File: config.mk
export PLATFORM = sky130hd
export DESIGN_NAME = uart_rx_fifo
export DESIGN_NICKNAME = d
export VERILOG_FILES = /design/src/rtl/uart_pkg.sv /design/src/rtl/byte_fifo.sv /design/src/rtl/uart_rx_fifo.sv
export SDC_FILE = /design/constraint.sdc
export NUM_CORES = 1
export LEC_CHECK = 0
export ABC_AREA = 1
export BUFFER_PORTS_ARGS = -buffer_cell sky130_fd_sc_hd__clkbuf_2
export CAP_MARGIN = 10
export CORE_MARGIN = 2
export CORE_UTILIZATION = 40
export CTS_CLUSTER_DIAMETER = 40
export CTS_CLUSTER_SIZE = 8
export DETAILED_ROUTE_END_ITERATION = 6
export PLACE_DENSITY_LB_ADDON = 0.05
export SLEW_MARGIN = 0
export SYNTH_ARGS = -nofsm -noshare
export SYNTH_HDL_FRONTEND = slang
export SYNTH_SLANG_ARGS = --single-unit
File: constraint.sdc
create_clock -name clk -period 3.55 [get_ports clk]
set_input_delay 0.8875 -clock clk [delete_from_list [all_inputs] [get_ports clk]]
set_output_delay 0.8875 -clock clk [all_outputs]
set_load 0.02 [all_outputs]
File: src/rtl/uart_pkg.sv
// Shared types and constants for the UART receive path.
package uart_pkg;

  typedef enum logic [2:0] {
    WAIT_IDLE,
    IDLE,
    START,
    DATA,
    STOP
  } rx_state_t;

  localparam int UART_DEFAULT_DIV = 868;
  localparam int UART_DATA_BITS   = 8;

endpackage

File: src/rtl/byte_fifo.sv
// Show-ahead synchronous byte FIFO with extra-MSB pointers; a push while full
// is accepted only when a pop frees the head slot in the same cycle.
module byte_fifo #(
  parameter int DEPTH = 4
) (
  input  logic       clk,
  input  logic       reset,
  input  logic       push,
  input  logic       pop,
  input  logic [7:0] din,
  output logic [7:0] dout,
  output logic       empty,
  output logic       full
);

  localparam int AW = $clog2(DEPTH);

  logic [AW:0] wr_ptr_q, wr_ptr_d;
  logic [AW:0] rd_ptr_q, rd_ptr_d;
  logic [7:0]  mem_q [DEPTH];
  logic        do_push;
  logic        do_pop;

  assign empty = (wr_ptr_q == rd_ptr_q);
  assign full  = (wr_ptr_q[AW] != rd_ptr_q[AW]) &&
                 (wr_ptr_q[AW-1:0] == rd_ptr_q[AW-1:0]);
  assign dout  = mem_q[rd_ptr_q[AW-1:0]];

  always_comb begin
    do_pop   = pop && !empty;
    do_push  = push && (!full || do_pop);
    wr_ptr_d = wr_ptr_q;
    rd_ptr_d = rd_ptr_q;
    if (do_push) wr_ptr_d = wr_ptr_q + (AW + 1)'(1);
    if (do_pop)  rd_ptr_d = rd_ptr_q + (AW + 1)'(1);
  end

  always_ff @(posedge clk) begin
    if (reset) begin
      wr_ptr_q <= '0;
      rd_ptr_q <= '0;
    end else begin
      wr_ptr_q <= wr_ptr_d;
      rd_ptr_q <= rd_ptr_d;
    end
  end

  // Storage needs no reset: nothing is visible until a pointer moves.
  always_ff @(posedge clk) begin
    if (do_push) mem_q[wr_ptr_q[AW-1:0]] <= din;
  end

endmodule

File: src/rtl/uart_rx_fifo.sv
// 8N1 UART receiver: synchroniser, baud counter and frame FSM feeding a
// byte FIFO drained through a valid/ready port.
module uart_rx_fifo
  import uart_pkg::*;
#(
  parameter int CLK_DIV    = UART_DEFAULT_DIV,
  parameter int FIFO_DEPTH = 4
) (
  input  logic       clk,
  input  logic       reset,
  input  logic       rx,
  output logic [7:0] rd_data,
  output logic       rd_valid,
  input  logic       rd_ready,
  output logic       frame_err,
  output logic       overrun,
  output logic       busy
);

  localparam int CW = $clog2(CLK_DIV);
  localparam int BW = $clog2(UART_DATA_BITS);
  localparam logic [CW-1:0] FULL_LOAD = CW'(CLK_DIV - 1);
  localparam logic [CW-1:0] HALF_LOAD = CW'(CLK_DIV / 2 - 1);
  localparam logic [BW-1:0] LAST_BIT  = BW'(UART_DATA_BITS - 1);

  // Handshake: a byte transfers in every cycle with rd_valid && rd_ready;
  // rd_data is stable while rd_valid is high and rd_ready is low.
  logic                      sync1_q, sync1_d;
  logic                      sync2_q, sync2_d;
  logic [1:0]                settle_q, settle_d;
  rx_state_t                 state_q, state_d;
  logic [CW-1:0]             cnt_q, cnt_d;
  logic [BW-1:0]             bit_idx_q, bit_idx_d;
  logic [UART_DATA_BITS-1:0] shreg_q, shreg_d;
  logic                      frame_err_q, frame_err_d;
  logic                      overrun_q, overrun_d;
  logic                      rx_s;
  logic                      tick;
  logic                      push;
  logic                      pop;
  logic                      fifo_empty;
  logic                      fifo_full;

  assign rx_s      = sync2_q;
  assign tick      = (cnt_q == '0);
  assign rd_valid  = !fifo_empty;
  assign pop       = rd_valid && rd_ready;
  assign frame_err = frame_err_q;
  assign overrun   = overrun_q;
  assign busy      = (state_q != IDLE) && (state_q != WAIT_IDLE);

  always_comb begin
    sync1_d     = rx;
    sync2_d     = sync1_q;
    // The synchroniser's reset value is not a real line observation, so
    // WAIT_IDLE ignores rx_s until both stages have captured the pin.
    settle_d    = {settle_q[0], 1'b1};
    state_d     = state_q;
    cnt_d       = cnt_q;
    bit_idx_d   = bit_idx_q;
    shreg_d     = shreg_q;
    push        = 1'b0;
    frame_err_d = 1'b0;
    case (state_q)
      WAIT_IDLE: if (rx_s && settle_q[1]) state_d = IDLE;
      IDLE: begin
        if (!rx_s) begin
          state_d = START;
          cnt_d   = HALF_LOAD;
        end
      end
      START: begin
        if (!tick) cnt_d = cnt_q - CW'(1);
        else if (!rx_s) begin
          state_d   = DATA;
          cnt_d     = FULL_LOAD;
          bit_idx_d = '0;
        end else state_d = IDLE;
      end
      DATA: begin
        if (!tick) cnt_d = cnt_q - CW'(1);
        else begin
          shreg_d = {rx_s, shreg_q[UART_DATA_BITS-1:1]};
          cnt_d   = FULL_LOAD;
          if (bit_idx_q == LAST_BIT) state_d = STOP;
          else bit_idx_d = bit_idx_q + BW'(1);
        end
      end
      STOP: begin
        if (!tick) cnt_d = cnt_q - CW'(1);
        else if (rx_s) begin
          push    = 1'b1;
          state_d = IDLE;
        end else begin
          frame_err_d = 1'b1;
          state_d     = WAIT_IDLE;
        end
      end
      default: state_d = WAIT_IDLE;
    endcase
    overrun_d = push && fifo_full && !pop;
  end

  always_ff @(posedge clk) begin
    if (reset) begin
      sync1_q     <= 1'b1;
      sync2_q     <= 1'b1;
      settle_q    <= '0;
      state_q     <= WAIT_IDLE;
      cnt_q       <= '0;
      bit_idx_q   <= '0;
      shreg_q     <= '0;
      frame_err_q <= 1'b0;
      overrun_q   <= 1'b0;
    end else begin
      sync1_q     <= sync1_d;
      sync2_q     <= sync2_d;
      settle_q    <= settle_d;
      state_q     <= state_d;
      cnt_q       <= cnt_d;
      bit_idx_q   <= bit_idx_d;
      shreg_q     <= shreg_d;
      frame_err_q <= frame_err_d;
      overrun_q   <= overrun_d;
    end
  end

  byte_fifo #(
    .DEPTH(FIFO_DEPTH)
  ) u_fifo (
    .clk  (clk),
    .reset(reset),
    .push (push),
    .pop  (pop),
    .din  (shreg_q),
    .dout (rd_data),
    .empty(fifo_empty),
    .full (fifo_full)
  );

endmodule

Yosys cells after proc, flatten, opt, wreduce, memory -nomap -nowiden. Memories as Yosys holds them, arrays and structs flattened. A register that Yosys moved wholly into a read port is not among the register bits. Cells that the tools add are included.

Register bits: 36. Bits in latches: 0. RAM bits: 32. ROM bits: 0. Logic and storage cells: 89. Memories: 1.

Add/sub/neg operators: 4. $mul: 0. Divide/modulo/power cells: 0. Order comparisons: 0. Equality and inequality tests: 19. Shift operators: 0. Muxes and demuxes: 29. Bitwise operators: 2. Reduce and logical (&&, ||, !) cells: 22.

Memory list: u_fifo.mem_q (words 4, bits a word 8, rd ports 1, clocked after memory_dff 1, wr ports 1, RTL line byte_fifo.sv:20) `logic [7:0] mem_q [DEPTH];`.

Operators with widths (number): two-way mux 10 bit (5); case mux 10 bit (4 select lines) (1); two-way mux 3 bit (10); != test 2 bit (second input constant) (9); case mux 3 bit (5 select lines) (1); zero test 10 bit (1); subtractor 10 x 1 -> 10 bit (second input constant) (1); adder 3 x 1 -> 3 bit (second input constant) (3); logical AND 1 bit (8); two-way mux 1 bit (8); == test 3 x 2 -> 1 bit (second input constant) (2); == test 3 bit (second input constant) (2); two-way mux 2 bit (3); case mux 3 bit (2 select lines) (1); AND reduction 6 bit (1); AND reduction 5 bit (1); AND reduction 4 bit (1); nonzero test 4 bit (1); == test 3 x 1 -> 1 bit (second input constant) (1); == test 3 bit (1); zero test 1 bit (3); zero test 3 bit (1); != test 3 x 1 -> 1 bit (second input constant) (1); != test 3 bit (second input constant) (1); 8 further kinds (9).

Longest topological paths before layout. Gate-level depths: netlist of run 1.

Depth in word-level cells: 8. Depth in mapped cells: 12. Gate-level depth less buffers: 12.

Hierarchy. Synthesis of run 1 repeated with hierarchy kept, for this count alone.

Cells, all modules: 367. Area total of the unflattened synthesis: 3190.6 um^2.

By module, submodules not included: byte_fifo (instances 1, cells each 142, area each 1644.1 um^2, seq. area each 1121.1 um^2); uart_rx_fifo (instances 1, cells each 225, area each 1546.5 um^2, seq. area each 600.6 um^2).

Worst setup path before layout of run 1. No wires, ideal clock.

Path kind: reg-to-output. From: register (tool-made name). To: output port rd_data[5]. Arrival time: 1.177 ns. Path slack: 1.485 ns. Cell stages (with the launch flop): 5. Path buffers: 1. Cells stage by stage: dfxtp_1 > inv_1 > clkbuf_1 > o21ai_0 > o22ai_1.

RTL lines: to (decl) (RTL line uart_rx_fifo.sv:12) `output logic [7:0] rd_data,`.

==> impl_metrics.toml, run 1 <==
[final_layout]
register_area_um2 = 1720
fillers = 783
nNetsFinal = 391
layout-drive-gt1-share_pct = 13.8
final_cell_area_um2 = 3510
final_cells = 485
antenna_cells = 0
area_growth_pct = 11.3
multi_input_area_um2 = 1240

[placement]
dp_slack_ns = 1.06
io_buffers = 15
dp_hpwl_mm = 4.37
dpl.cell_count = 469
gp_congestion = 0.784
placed_area_um2 = 3330

[clock_network]
cts_num_sinks = 70
clkTransAtPathRegs_ns = 0.09
cts_hold_buf = 0
cts_setup_buffers = 0
cts_tree = "built"
h-tree-depth = 3
cts_buffer_depth = 2
cts_made_buffers = 9
post_cts_resized = 0
clk_latency_ns = 0.35
cts_root_buf = "clkbuf_8"

[grt]
grt_usage_pct = 15.6
busiest_layer = "met2"
grt_pass1_wl_mm = 10.4
grtUsageMet2_pct = 25.4
grt_max_degree = 20
met1_usage_pct = 20.0
grt_overflow_total = 0
grt_pass1_vias = 2168
antenna_found_initial = 0
grt_use_met3_pct = 4.39

[worst_hold_path]
holdPathStages = 2
min_path_type = "flip-flop to flip-flop"

[route]
firstDrtPassIters = 5
detail-route-antenna-nets = 0
wl_mm = 6.18
drc_errors = 0
avgViaCountPerCell = 4.74
vias = 2299
wl_per_cell_um = 12.8
first_iter_violations = 96

[sta]
tightestPinTransition_ns = 0.746
finalCritPeriodShare_pct = 79.0
fin_crit_ns = 2.81
maxSlewViolCount = 0
hold_viol_final = 0
clock.fmax_mhz = 356
fin_skew_ns = 0.0119
setup_viol = 0
slew_headroom_pct = 50.1
rsz0062_at_grt = "false"
layout_setup_ws_ns = 0.745
tns_ns = 0

[power_and_ir_drop]
power_w = 0.00316
irDropWorstVdd_mv = 0.438
power_density_nw_per_um2 = 902
p_leak_nw = 1.44

[logic_synthesis]
seq_area_frac_synth_pct = 54.6
yosysTopAreaCellShare_pct = 30.5
muxShareOfSynthArea_pct = 0
postSynthCellCount = 358
yosys_warnings = 0
syn-num-nets = 371
synth-seq-cells = 70
synth_top_family_by_area = "simple AND/OR/NAND/NOR gates"
syn_area_um2 = 3150
yosys.area_share.simple_pct = 22.4
synthTopCellsByArea = "edfxtp_1 (31%), dfxtp_1 (24%), nand2_1 (7.7%)"
synth_xor_area_share_pct = 1.95
synthAdderAreaFrac_pct = 3.57
ys_types = 29
synth.avg_cell_area_um2 = 8.80
synth_top_area_cell = "edfxtp_1"
synth_compound_area_share_pct = 11.6

[worst_setup_path]
worst_setup_path_end_kind = "primary output"
cp_max_fo = 17
cp_slowest_cell = "dfxtp_1"
arrival_ns = 1.92
reg2reg_depth = 8
criticalPathCategory = "flip-flop to primary output"
cp_slowest_stage_delay_ns = 0.66
required_ns = 2.66
startpoint_type = "flip-flop"
cp_num_cells = 4
crit_family = "flip-flops"
worstPathCellList = "inv_1, o21ai_0, o22ai_1, clkbuf_2"
crit_buf_inv = 2

[die]
die_w_um = 92.8
ioPinCount = 16
die_h_um = 92.8
fp.dieArea_um2 = 8600
initial_utilization_pct = 41.0
num_rows = 32
core_um2 = 7690

[run]
max_cap_violations = 0

[status]
status = "finished clean"
-- report_power, final --
part / switching, W / total (W) / internal (W)
Clock: 0.000326 / 0.000590 / 0.000263
Combinational: 0.000999 / 0.00148 / 0.000477
Sequential: 0.000141 / 0.00110 / 0.000956
-- through the flow --
step	hold slack, ns	util, %
after detailed placement	0.394	43.3
after CTS	0.414	45.6
final	0.412	45.6
after floorplan	0.388	-
after global routing	0.422	45.6
after global placement	0.390	43.3
-- cells in the mapped netlist, drive strengths merged --
master / n
or2: 4
nor3: 4
xnor2: 1
ha: 9
a21oi: 27
o21a: 1
inv: 41
nand2: 69
nand3: 21
xor2: 6
o21ai: 33
clkbuf: 4
buf: 2
nor2: 52
nand4: 4
dfxtp: 38
o211ai: 1
o22ai: 8
edfxtp: 32
nor4: 1
-- placed cells by master (no fill, tap or decap), types with 6 or more instances in the layout --
cell / count
nand2_1: 65
nor2_1: 44
dfxtp_1: 38
inv_1: 37
edfxtp_1: 32
o21ai_0: 31
a21oi_1: 27
nand3_1: 18
clkbuf_2: 15
ha_1: 9
clkbuf_8: 9
o22ai_1: 8
xor2_1: 6
-- tightest hold or removal path: stages, from the launching register on --
cell     delay [ns]
dfxtp_1        0.30
inv_1          0.04
nor2_1         0.03
-- final cells by class --
cell class                 instances  area share [%]
clock buffer                       9            3.53
clock inverter                     7            1.57
inverter                          41            4.53
multi-input combinational        241            35.5
sequential                        70            49.1
tap                              102            3.64
timing repair buffer              15            2.14
-- sequential cells by signal, indices dropped and copies added, names as in the netlist, 2 cells and up, named ones only --
| name | cells |
|---|---|
| u_fifo.wr_ptr_q | 3 |
| settle_q | 2 |
| bit_idx_q | 3 |
| state_q | 3 |
| u_fifo.rd_ptr_q | 3 |
| u_fifo.mem_q | 32 |
| shreg_q | 8 |
| cnt_q | 10 |
-- path summary, 6_finish.rpt --
path | start | endpoint | slack, ns
max | flip-flop | rd_data[3] | 0.74
min | settle_q[0] | settle_q[1] | 0.41
max reg2reg | cnt_q[0] | u_fifo.mem_q[0][2] | 1.29
min reg2reg | settle_q[0] | settle_q[1] | 0.41
-- cells by family after synthesis --
kind of cell / after synthesis
and+or+nand+nor: 155
AOI/OAI and AO/OA: 70
DFF: 70
buffers and inverters: 47
adders and majority gates: 9
xor gates and xnor gates: 7
-- routing by layer --
layer,vias to the layer above,wire (µm)
met1,1024,2940
met2,33,2970
met4,0,65
met5,-,0
met3,6,206
li1,1236,-
Note: power is estimated with default switching activity, not from simulation.
==> run 2, diff against run 1 <==
==> constraint.sdc (replaced) <==
create_clock -name clk -period 2.9 [get_ports clk]
set_input_delay 0.725 -clock clk [delete_from_list [all_inputs] [get_ports clk]]
set_output_delay 0.725 -clock clk [all_outputs]
set_load 0.02 [all_outputs]
==> run 2 against run 1 <==
Against the previous run:
- via count up 2.7%
- sequential share of layout area down 0.72 points
- total power up 28%
- final cell count up 0.21%
- sequential power up 20%
==> impl_metrics.toml, run 2 (synthesis gave the netlist of run 1 again) <==
[worst_hold_path]
min_path_type = "flip-flop to flip-flop"
min_from = "settle_q[0]"

[sta]
fin_crit_ns = 2.26
tns_ns = 0
finalCritPeriodShare_pct = 78.1
maxSlewViolCount = 0
tightestPinTransition_ns = 0.703
slew_headroom_pct = 53.0
clock.fmax_mhz = 442
fin_skew_ns = 0.0108
layout_setup_ws_ns = 0.636
setup_viol = 0
hold_viol_final = 0
rsz0062_at_grt = "false"

[clock_network]
cts_buffer_depth = 2
cts_root_buf = "clkbuf_8"
post_cts_resized = 0
cts_made_buffers = 9
clk_latency_ns = 0.34
cts_hold_buf = 0
cts_num_sinks = 70
cts_tree = "built"
cts_setup_buffers = 0
clkTransAtPathRegs_ns = 0.07
h-tree-depth = 3

[placement]
gp_congestion = 0.792
dp_hpwl_mm = 4.65
io_buffers = 15
dp_slack_ns = 0.694

[final_layout]
area_growth_pct = 13.0
nNetsFinal = 392
antenna_cells = 0
layout_commonest_cell = "nand2_1"
largest_reg_flops = 32
mostFrequentLayoutCells = "nand2_1 (65), nor2_1 (44), dfxtp_1 (38)"
fin_util_pct = 46.3
layout-drive-gt1-share_pct = 13.8

[route]
firstDrtPassIters = 4
drc_errors = 0
vias = 2361
wl_mm = 6.58
detail-route-antenna-nets = 0
wl_per_cell_um = 13.5
avgViaCountPerCell = 4.86
first_iter_violations = 107

[worst_setup_path]
rr_startpoint = "cnt_q[0]"
startpoint_type = "flip-flop"
arrival_ns = 1.54
worst_setup_path_end_kind = "primary output"
criticalPathCategory = "flip-flop to primary output"
required_ns = 2.17
cp_max_fo = 16

[grt]
grt_pass1_wl_mm = 11.1
antenna_found_initial = 0
grt_usage_pct = 16.8
grt_max_degree = 20
grt_pass1_vias = 2270
grt_overflow_total = 0

[power_and_ir_drop]
power_density_nw_per_um2 = 1140
irDropWorstVdd_mv = 0.513
p_leak_nw = 1.47

[run]
max_cap_violations = 0

[die]
fp.dieArea_um2 = 8600
initial_utilization_pct = 41.0
ioPinCount = 16
core_um2 = 7690
die_w_um = 92.8
die_h_um = 92.8
num_rows = 32

[status]
status = "finished clean"
run 2: cell types whose count changed in the layout (fill, tap and decap cells not counted), sizes merged:
cell      delta
clkinvlp     -1
clkbuf       +2
bufinv       +2
inv          -4
buf          +1
clkinv       +1
run 2: stage by stage:
stage / total power (W) / area [µm²] / instances / hold WS, ns
after global routing: 0.00439 / 3560 / 486 / 0.423
after CTS: 0.00408 / 3560 / 486 / 0.415
after floorplan: 0.00274 / 3150 / 358 / 0.388
after detailed placement: 0.00320 / 3340 / 470 / 0.395
final: 0.00405 / 3560 / 486 / 0.411
after global placement: 0.00321 / 3340 / 470 / 0.394
run 2: final timing paths:
| path | endpoint | slack (ns) | cells past startpoint |
|---|---|---|---|
| setup / recovery | rd_data[2] | 0.64 | 4 |
| hold / removal | settle_q[1] | 0.41 | 2 |
| setup reg to reg | u_fifo.mem_q[3][2] | 0.71 | 8 |
| hold reg to reg | settle_q[1] | 0.41 | 2 |
run 2: worst max-delay path, cell delays in order (launching register included):
cell	delay [ns]
dfxtp_1	0.33
inv_1	0.32
o21ai_0	0.20
o22ai_1	0.15
clkbuf_2	0.19
run 2: area by class of cell:
cell class / count / area, µm²
clock buffers: 11 / 141
clock inverters: 5 / 82.6
fillers: 784 / 4130
inverters: 41 / 159
multi-input cells: 241 / 1240
flip-flops and latches: 70 / 1720
well taps: 102 / 128
repair buffers: 16 / 82.6
run 2: report_power, final:
group          leakage, nW  switching, W  internal [W]  total, W
Combinational        0.755       0.00127      0.000593   0.00186
Sequential           0.601      0.000148       0.00117   0.00132
Clock                0.113      0.000358      0.000510  0.000868
run 2: layer usage:
layer / share of wire [%] / vias to the layer above / track usage, %
li1: - / 1233 / -
met1: 44 / 1069 / 19.4
met2: 51 / 46 / 29.6
met3: 3.2 / 13 / 4.48
met4: 1.9 / 0 / 6.99
met5: 0 / - / 0
==> run 3, diff against run 2 <==
==> constraint.sdc (replaced) <==
create_clock -name clk -period 2.1 [get_ports clk]
set_input_delay 0.525 -clock clk [delete_from_list [all_inputs] [get_ports clk]]
set_output_delay 0.525 -clock clk [all_outputs]
set_load 0.02 [all_outputs]
==> run 3 against run 2 <==
Against the previous run:
- flip-flop and latch count unchanged
- clock power grew 42%
- via count increased by 1.5%
- sequential share of layout area decreased by 1.1 points
- setup slack worse by 0.54 ns
- final cell count is 1.9% higher
- clock skew decreased by 0.0033 ns
- critical endpoint is now rd_data[7]
- largest cell class unchanged
- largest power group unchanged
==> impl_metrics.toml, run 3 (synthesis gave the netlist of run 1 again) <==
[status]
status = "finished clean"

[worst_setup_path]
required_ns = 1.57
cp_slowest_stage_delay_ns = 0.50
rr_endpoint = "u_fifo.mem_q[3][1]"
cp_max_fo = 9
cp_slowest_cell = "dfxtp_1"
startpoint_type = "flip-flop"
worst_setup_path_end_kind = "primary output"
arrival_ns = 1.47
reg2reg_depth = 9
reg2reg_slack_ns = 0.21
rr_startpoint = "cnt_q[0]"
criticalPathCategory = "flip-flop to primary output"
worstPathCellList = "o21ai_0, o22ai_1, clkbuf_2"

[sta]
slew_headroom_pct = 73.6
tns_ns = 0
rsz0062_at_grt = "false"
finalCritPeriodShare_pct = 95.2
fin_skew_ns = 0.00744
setup_viol = 0
tightestPinTransition_ns = 0.395
maxSlewViolCount = 0
hold_viol_final = 0
clock.fmax_mhz = 500
fin_crit_ns = 2.00

[power_and_ir_drop]
power_density_nw_per_um2 = 1550
power_w = 0.00565
irDropWorstVdd_mv = 1.07
p_leak_nw = 1.52

[worst_hold_path]
holdPathStages = 2
min_path_type = "input pin to flip-flop"
hold_end = "sync1_q"
min_from = "rx"

[clock_network]
cts_root_buf = "clkbuf_8"
cts_made_buffers = 9
cts_buffer_depth = 2
clkTransAtPathRegs_ns = 0.08
cts_hold_buf = 0
cts_num_sinks = 70
h-tree-depth = 3
cts_tree = "built"
clk_latency_ns = 0.34

[die]
core_um2 = 7690
die_h_um = 92.8
die_w_um = 92.8
fp.dieArea_um2 = 8600
num_rows = 32
ioPinCount = 16
initial_utilization_pct = 41.0

[grt]
grt_max_degree = 17
antenna_found_initial = 0
grt_overflow_total = 0
grt_pass1_vias = 2308
grt_usage_pct = 16.6
grt_pass1_wl_mm = 11.0

[final_layout]
nNetsFinal = 401
layout-drive-gt1-share_pct = 16.8
area_growth_pct = 15.6
antenna_cells = 0
fillers = 780
layout_commonest_cell = "nand2_1"
mostFrequentLayoutCells = "nand2_1 (65), nor2_1 (44), dfxtp_1 (37)"
largest_reg_flops = 32

[route]
first_iter_violations = 99
drc_errors = 0
detail-route-antenna-nets = 0
wl_mm = 6.59
vias = 2396
firstDrtPassIters = 4
wl_per_cell_um = 13.3
avgViaCountPerCell = 4.84

[placement]
dp_hpwl_mm = 4.74
io_buffers = 15
gp_congestion = 0.781

[run]
max_cap_violations = 0
==> run 3: changes by cell type in the layout (fill, tap and decap cells not counted), sizes merged <==
cell,change
clkbuf,+1
clkinv,-2
clkinvlp,+2
bufinv,-1
buf,+8
inv,+1
==> run 3: worst max path at each step <==
stage               startpoint            endpoint  slack (ns)  cells past startpoint
finish               flip-flop          rd_data[7]        0.10                      3
global route         flip-flop          rd_data[7]        0.03                      3
CTS                  flip-flop          rd_data[2]        0.08                      4
detailed placement    cnt_q[0]  u_fifo.mem_q[3][7]        0.22                      9
global placement      cnt_q[0]  u_fifo.mem_q[3][7]        0.27                      9
floorplan             cnt_q[0]  u_fifo.mem_q[0][0]        0.21                      8
==> run 3: layer usage <==
metal  global-route usage (%)  vias up  share of wire (%)
met4                     6.99        0                1.5
met2                     29.9       41                 52
met3                     2.44       11                2.7
met1                     19.7     1091                 44
met5                        0        -                  0
li1                         -     1253                  -
==> run 3: layout make-up <==
type,count,area [µm²],area share (%)
clock buffers,11,174,4.78
inverters,41,163,4.47
flip-flops and latches,70,1720,47.3
multi-input cells,241,1240,34.2
clock inverters,5,60.1,1.65
well taps,102,128,3.50
repair buffers,25,150,4.12
==> run 3: critical path, delay by kind of cell (launching register included) <==
kind	cells	cell delay, ns
buffers and inverters	1	0.20
AO/OA/AOI/OAI	2	0.43
flip-flops	1	0.50
==> run 3: report_power, final <==
group	internal, W	switching, W	leakage, nW	total (W)
Combinational	0.000864	0.00174	0.799	0.00260
Sequential	0.00162	0.000205	0.601	0.00182
Clock	0.000699	0.000530	0.117	0.00123
==> run 3: timing repair <==
action | 4_1_cts | 5_1_grt
resized for setup | 0 | 3
setup endpoints to repair | 0 | 4
hold endpoints to repair | 0 | 0
setup buffers | 0 | 3
==> run 3: through the flow <==
stage / utilization, % / instances / cell area, µm² / hold WS (ns) / setup slack [ns]
5_1_grt: 47.4 / 495 / 3640 / 0.365 / 0.0273
4_1_cts: 47.0 / 492 / 3610 / 0.351 / 0.0828
3_3_place_gp: 44.0 / 476 / 3380 / 0.394 / 0.270
2_1_floorplan: - / 358 / 3150 / 0.388 / 0.208
3_5_place_dp: 44.0 / 476 / 3380 / 0.397 / 0.225
6_report: 47.4 / 495 / 3640 / 0.363 / 0.100
